## src/rtl/conv_event_mp_accum.sv

```systemverilog
// Event-driven conv-layer accumulator: pops spike events, fetches kernel weights and sums them
// into NPOS membrane potentials per output channel. Define MP_SAT_EN for saturating accumulation.
module conv_event_mp_accum #(
    parameter int unsigned K      = 3,
    parameter int unsigned NPOS   = 4,
    parameter int unsigned CH_I   = 256,
    parameter int unsigned CH_O   = 128,
    parameter int unsigned CI_W   = 8,
    parameter int unsigned CO_W   = 7,
    parameter int unsigned KPOS_W = 4,
    parameter int unsigned OPOS_W = 2,
    parameter int unsigned W_W    = 8,
    parameter int unsigned MP_W   = 16,
    parameter int unsigned ADDR_W = 19
) (
    input  logic                                       clk,
    input  logic                                       rstn,
    input  logic                                       empty,
    output logic                                       r_en,
    input  logic [CI_W+CO_W+KPOS_W+OPOS_W:0]           evt_data,
    output logic [ADDR_W-1:0]                          w_addr,
    input  logic [W_W-1:0]                             w_data,
    output logic [NPOS*MP_W-1:0]                       mp_data,
    output logic [CO_W-1:0]                            mp_co,
    output logic                                       mp_valid,
    input  logic                                       mp_ready,
    output logic                                       drop
);

    localparam int unsigned EvtW   = CI_W + CO_W + KPOS_W + OPOS_W + 1;
    localparam int unsigned KSq    = K * K;
    localparam int unsigned KposLo = OPOS_W;
    localparam int unsigned CoLo   = OPOS_W + KPOS_W;
    localparam int unsigned CiLo   = OPOS_W + KPOS_W + CO_W;

    if (CH_O > (1 << CO_W)) begin : g_bad_co_w
        $error("CO_W too narrow for CH_O");
    end
    if (MP_W < W_W) begin : g_bad_mp_w
        $error("MP_W must be at least W_W");
    end

    typedef enum logic [1:0] {StIdle, StFetch, StAcc, StFlush} state_e;

    state_e                  state_q, state_d;
    logic [EvtW-1:0]         ev_q, ev_d;
    logic [CO_W-1:0]         cur_co_q, cur_co_d;
    logic                    dirty_q, dirty_d;
    logic                    pending_q, pending_d;
    logic [ADDR_W-1:0]       w_addr_q, w_addr_d;
    logic [MP_W-1:0]         mp_q [NPOS];
    logic [MP_W-1:0]         mp_d [NPOS];

    logic [OPOS_W-1:0] in_opos, ev_opos;
    logic [KPOS_W-1:0] in_kpos, ev_kpos;
    logic [CO_W-1:0]   in_co, ev_co;
    logic [CI_W-1:0]   in_ci, ev_ci;
    logic              ev_last;

    assign in_opos = evt_data[OPOS_W-1:0];
    assign in_kpos = evt_data[KposLo +: KPOS_W];
    assign in_co   = evt_data[CoLo +: CO_W];
    assign in_ci   = evt_data[CiLo +: CI_W];
    assign ev_opos = ev_q[OPOS_W-1:0];
    assign ev_kpos = ev_q[KposLo +: KPOS_W];
    assign ev_co   = ev_q[CoLo +: CO_W];
    assign ev_ci   = ev_q[CiLo +: CI_W];
    assign ev_last = ev_q[EvtW-1];

    function automatic logic [ADDR_W-1:0] addr_of(input logic [CO_W-1:0]   co,
                                                   input logic [CI_W-1:0]   ci,
                                                   input logic [KPOS_W-1:0] kpos);
        return ADDR_W'((32'(co) * CH_I + 32'(ci)) * KSq + 32'(kpos));
    endfunction

    function automatic logic [MP_W-1:0] acc_add(input logic [MP_W-1:0] a,
                                                input logic [W_W-1:0]  w);
`ifdef MP_SAT_EN
        logic [MP_W:0] s;
        s = {a[MP_W-1], a} + (MP_W+1)'($signed(w));
        // Top two bits disagree only on overflow; the carry-out bit gives the direction
        if (s[MP_W] != s[MP_W-1]) begin
            return s[MP_W] ? {1'b1, {(MP_W-1){1'b0}}} : {1'b0, {(MP_W-1){1'b1}}};
        end
        return s[MP_W-1:0];
`else
        return a + MP_W'($signed(w));
`endif
    endfunction

    always_comb begin
        state_d   = state_q;
        ev_d      = ev_q;
        cur_co_d  = cur_co_q;
        dirty_d   = dirty_q;
        pending_d = pending_q;
        w_addr_d  = w_addr_q;
        mp_d      = mp_q;
        r_en      = 1'b0;
        drop      = 1'b0;
        unique case (state_q)
            StIdle: begin
                if (!empty) begin
                    r_en    = 1'b1;
                    state_d = StFetch;
                end
            end
            StFetch: begin
                ev_d = evt_data;
                if (32'(in_opos) >= NPOS || 32'(in_kpos) >= KSq) begin
                    drop    = 1'b1;
                    state_d = StIdle;
                end else if (dirty_q && in_co != cur_co_q) begin
                    pending_d = 1'b1;
                    state_d   = StFlush;
                end else begin
                    cur_co_d = in_co;
                    w_addr_d = addr_of(in_co, in_ci, in_kpos);
                    state_d  = StAcc;
                end
            end
            StAcc: begin
                mp_d[ev_opos] = acc_add(mp_q[ev_opos], w_data);
                dirty_d       = 1'b1;
                state_d       = ev_last ? StFlush : StIdle;
            end
            StFlush: begin
                if (mp_ready) begin
                    for (int p = 0; p < NPOS; p++) mp_d[p] = '0;
                    dirty_d = 1'b0;
                    // A channel change parked the event; resume it straight into ACC
                    if (pending_q) begin
                        pending_d = 1'b0;
                        cur_co_d  = ev_co;
                        w_addr_d  = addr_of(ev_co, ev_ci, ev_kpos);
                        state_d   = StAcc;
                    end else begin
                        state_d = StIdle;
                    end
                end
            end
            default: state_d = StIdle;
        endcase
    end

    always_ff @(posedge clk or negedge rstn) begin
        if (!rstn) begin
            state_q   <= StIdle;
            ev_q      <= '0;
            cur_co_q  <= '0;
            dirty_q   <= 1'b0;
            pending_q <= 1'b0;
            w_addr_q  <= '0;
            for (int p = 0; p < NPOS; p++) mp_q[p] <= '0;
        end else begin
            state_q   <= state_d;
            ev_q      <= ev_d;
            cur_co_q  <= cur_co_d;
            dirty_q   <= dirty_d;
            pending_q <= pending_d;
            w_addr_q  <= w_addr_d;
            mp_q      <= mp_d;
        end
    end

    always_comb begin
        mp_data = '0;
        for (int p = 0; p < NPOS; p++) mp_data[p*MP_W +: MP_W] = mp_q[p];
    end

    assign w_addr   = w_addr_d;
    assign mp_co    = cur_co_q;
    assign mp_valid = (state_q == StFlush);

endmodule

```

## config.mk

```make
export PLATFORM = sky130hd
export DESIGN_NAME = conv_event_mp_accum
export DESIGN_NICKNAME = d
export VERILOG_FILES = /design/src/rtl/conv_event_mp_accum.sv
export SDC_FILE = /design/constraint.sdc
export NUM_CORES = 1
export LEC_CHECK = 0
export CAP_MARGIN = 40
export CORE_UTILIZATION = 50
export CTS_BUF_LIST = sky130_fd_sc_hd__clkbuf_4 sky130_fd_sc_hd__clkbuf_8 sky130_fd_sc_hd__clkbuf_16
export CTS_CLUSTER_DIAMETER = 120
export DETAILED_ROUTE_END_ITERATION = 7
export PLACE_DENSITY = 0.77
export SLEW_MARGIN = 20
export SYNTH_ARGS = -nofsm -noshare
export SYNTH_HDL_FRONTEND = slang
export SYNTH_SLANG_ARGS = --single-unit
```

## constraint.sdc

```tcl
create_clock -name clk -period 5.82 [get_ports clk]
set_input_delay 1.746 -clock clk [delete_from_list [all_inputs] [get_ports clk]]
set_output_delay 1.746 -clock clk [all_outputs]
set_load 0.005 [all_outputs]
```

==> impl_results.rst <==
.. list-table::
   :header-rows: 1

   * - Metric
     - Value
   * - Total wire length
     - about 28000 um
   * - Required time at the endpoint of the critical path
     - between 4 and 5 ns
   * - Buffer cell driving the clock tree root
     - sky130_fd_sc_hd__clkbuf_16
   * - Pleak
     - approximately 5.2 nW
   * - Clock latency reported for the late side of the worst-skew pair
     - 0.43 ns
   * - Mean cell area of the mapped netlist
     - 9.27 sq um
   * - Floorplan row count
     - 46
   * - Adder and majority gate portion of the synthesized area
     - between 15 and 20%
   * - Violated checks
     - negative setup slack
   * - Worst setup path startpoint
     - evt_data[16]
   * - Most area-hungry cell type in the Yosys netlist
     - sky130_fd_sc_hd__dfrtp_1
   * - Pre-antenna DRT Iters
     - 6
   * - Via count normalized by instance count
     - slightly above 6
   * - Class of the most critical hold timing path
     - flop to flop
   * - MaxCap Viol Count
     - 0
   * - Combinational group share of total power
     - around three fifths
   * - Number of nets with antenna violations after routing
     - 0
   * - Placed wire-length estimate
     - approximately 17000 um
   * - Sequential Power Share
     - 22.5%
   * - Switching portion of total power
     - around 44%
   * - Sequential share of the synthesized area
     - between 30% and 40%
   * - H-tree levels
     - 4
   * - Slowest stage delay, CP
     - about 0.35 ns
   * - Final Hold Slack
     - 0.493 ns
   * - Filler cells
     - around 1000
   * - Synth Area in Compound Gates
     - between 15 and 20%
   * - EDFF count, synth
     - 0
   * - Flip-flop and latch count after synthesis
     - about 120
   * - Total Die Area
     - ~17000 sq um
   * - Floorplan die width
     - around 130 um
   * - Share of synthesized flip-flops with an asynchronous set or reset
     - 100%
   * - Cell area after technology mapping
     - a little over 8000 sq um
   * - Xor/xnor share of the synthesized area
     - under 10%
   * - Period Utilization, post-route
     - 104%
   * - Final instance area
     - between 10000 and 15000 sq um
   * - Remaining design rule violation count
     - 0
   * - Final count of pins violating max slew
     - 0
   * - Number of vias after detailed routing
     - a little over 8000
   * - Initial core utilization
     - roughly half
   * - Final antenna diode count
     - 0
   * - Sinks on the clock net
     - between 100 and 150
   * - DR iter-0 viols
     - 791
   * - Routability congestion estimate
     - 0.928
   * - Num CTS Buffers
     - 17
   * - Wire length of the first global-routing pass
     - about 40000 um
   * - Post-layout min period
     - 6.03 ns
   * - Mapped Nets
     - slightly above 1000
   * - Layout cells sized above 1
     - 26.6%
   * - Crit path capture type
     - output pin
   * - Switching pwr
     - approximately 3.0 mW
   * - Clock share of power
     - 15.7%
   * - R2R setup slack
     - between 2 and 2.5 ns
   * - Antenna violations before repair
     - 0
   * - Number of buffer cells added on primary ports
     - between 100 and 150
   * - Via count of the first global-routing pass
     - between 7000 and 8000
   * - Power density over the cells
     - between 500 and 600 nW/um^2
   * - Area post-placement
     - between 10000 and 15000 sq um
   * - Startpoint types
     - primary input
   * - Share of the core filled with cells in the final layout
     - 73.9%
   * - Cells along the critical path
     - buf_8 -> ha_4 -> ha_4 -> ha_4 -> buf_4 -> o31ai_4 -> buf_4 -> a21oi_4 -> o21ai_2 -> a21oi_1 -> nand3b_1 -> a221oi_2 -> buf_2
   * - Worst Path Max Fanout
     - 4
   * - Worst Path Arrival
     - around 4.3 ns
   * - Vertical extent of the die
     - 129 um
   * - Syn Inst Count
     - between 800 and 900
   * - IO Pins
     - 127
   * - Routed len/inst
     - between 20 and 25 um
   * - Clk buf depth
     - 2
   * - Cell with the most instances on the worst path
     - sky130_fd_sc_hd__ha_4
   * - Slew Limit Headroom
     - approximately 50%
   * - Core Box Area
     - around 16000 sq um
   * - Critical setup path kind
     - primary input to output pin
   * - Total routing resource utilization after global routing
     - 31.3%
   * - Transition at the pin with the smallest max-transition slack
     - about 0.74 ns
   * - Clock-pin slew on the worst setup and hold paths
     - ~0.050 ns
   * - Number of hold violations in the final report
     - 0
   * - Dominant register cell in the synthesized netlist
     - sky130_fd_sc_hd__dfrtp_1
   * - Cells after DPL
     - roughly 1300
   * - Critical Path Sink
     - w_addr[9]
   * - Result of the run
     - finished with violations
   * - Final cell count without fillers
     - roughly 1300
   * - Area share of the leading cell type in the synthesized netlist
     - 36.0%
   * - Pin count of the biggest net entering global routing
     - 65
   * - Max Freq
     - 166 MHz
   * - Area share of and/or/nand/nor cells after synthesis
     - ~15%
   * - Worst reg2reg path endpoint
     - mp_data[14]
   * - Top area cells in the synthesized netlist
     - sky130_fd_sc_hd__dfrtp_1 (36%), sky130_fd_sc_hd__ha_1 (16%), sky130_fd_sc_hd__o21ai_0 (6.8%)
   * - Synth top cells by count
     - sky130_fd_sc_hd__dfrtp_1 (116), sky130_fd_sc_hd__o21ai_0 (110), sky130_fd_sc_hd__nand2_1 (107)
   * - Final setup violating endpoints
     - 8
   * - Ys Warns
     - 0
   * - Global route overflow
     - 0
   * - Multiplexer fraction of the synthesized cell area
     - 5.72%
   * - Hold-fix buffers at CTS
     - 0
   * - Internal power of the cells
     - roughly 3.7 mW
   * - Cell at the slowest stage of the critical path
     - sky130_fd_sc_hd__a221oi_2
   * - RSZ-0062 raised after global routing
     - yes
   * - Depth of the most critical reg-to-reg path
     - 10
   * - Cell depth of the worst min-delay path
     - 2
   * - Largest voltage drop on the vdd net
     - approximately 0.3 mV
   * - Worst reg2reg path startpoint
     - ev_q[0]
   * - Post-Route Skew
     - between 0.01 and 0.015 ns
   * - Layout area overhead
     - 44.8%
   * - Final worst-path setup slack
     - -0.207 ns
   * - Combinational family with the most area after synthesis
     - compound AO/OA/AOI/OAI gates
   * - Fin nets
     - about 1200
   * - Most common cell in the synthesized netlist
     - sky130_fd_sc_hd__dfrtp_1
   * - Count of different cell masters after synthesis
     - 59
   * - Clock tree from TritonCTS
     - done
-- logic make-up after synthesis --
| group | after synthesis |
|---|---|
| AND/OR/NAND/NOR | 265 |
| flip-flops | 116 |
| buffers and inverters | 70 |
| AO/OA/AOI/OAI | 248 |
| XOR/XNOR | 40 |
| adder cells (fa/ha/maj) | 106 |
| multiplexers | 26 |
-- how the worst min path moves through the flow --
stage	to	startpoint	slack, ns
3_5_place_dp	w_addr_q[0]	w_addr_q[0]	0.47
2_1_floorplan	dirty_q	dirty_q	0.45
4_1_cts	w_addr_q[0]	w_addr_q[0]	0.48
3_3_place_gp	w_addr_q[1]	w_addr_q[1]	0.47
6_report	ev_q[3]	ev_q[3]	0.49
5_1_grt	ev_q[3]	ev_q[3]	0.51
-- routing by layer --
| metal | vias up | share of wire (%) | track usage (%) | wire, um |
|---|---|---|---|---|
| met5 | - | 0 | 0 | 0 |
| met4 | 0 | 5.2 | 15.6 | 1450 |
| met2 | 482 | 48 | 51.4 | 13500 |
| met3 | 120 | 8.0 | 6.48 | 2230 |
| met1 | 3907 | 39 | 39.4 | 10800 |
| li1 | 3626 | - | - | - |
-- through the flow --
step | setup TNS, ns | setup WS [ns] | total power, mW
4_1_cts | -0.0620 | -0.0620 | 6.38
3_3_place_gp | -13.65 | -0.991 | 5.06
6_report | -0.853 | -0.207 | 6.64
2_1_floorplan | 0 | 0.0611 | 3.74
5_1_grt | -1.17 | -0.267 | 7.08
3_5_place_dp | -13.72 | -1.07 | 5.16
-- what timing repair did --
item | in CTS | in global routing
setup endpoints to repair | 19 | 14
buffers inserted | 15 | 9
pin swaps | 52 | 43
gates resized for setup | 226 | 53
-- power groups by stage --
stage | registers (mW) | logic, mW | clock network, mW
5_1_grt | 1.53 | 4.47 | 1.08
6_report | 1.50 | 4.10 | 1.04
3_5_place_dp | 1.49 | 3.67 | 0
3_3_place_gp | 1.47 | 3.58 | 0
2_1_floorplan | 1.38 | 2.36 | 0
4_1_cts | 1.48 | 3.87 | 1.03
-- critical path: cells and delay by family --
kind                     cells  cell delay [ns]
buffers and inverters        4             0.61
AND/OR/NAND/NOR              1             0.23
AO/OA/AOI/OAI                5             1.04
adder cells (fa/ha/maj)      3             0.64
-- flip-flops by register name, indices dropped and copies added, names as in the netlist --
name and cells:
pending_q 1, w_addr_q 19, mp_co 7, ev_q 22, state_q 2, mp_data 64
dirty_q 1
-- cells in the final DEF (no fill, tap or decap), drive strengths merged, types with 7 or more instances in the layout --
cell,n
mux2i,9
clkbuf,25
nand3,76
nor3,8
dlygate4sd2,9
buf,130
a21oi,49
nand2b,8
nor2,28
a21o,10
ha,103
inv,28
xnor2,19
nor4,7
clkdlybuf4s50,88
xor2,21
mux4,16
nand4,7
o21bai,8
o21ai,112
dfrtp,116
nand2,107
-- cell type report --
type	count	area, sq um	area share [%]
well taps	216	270	2.31
clock inverters	12	133	1.13
flip-flops and latches	116	2900	24.8
multi-input cells	685	5830	49.9
inverters	27	101	0.867
clock buffers	20	448	3.83
repair buffers	234	2010	17.2
Note: power is estimated with default switching activity, not from simulation.
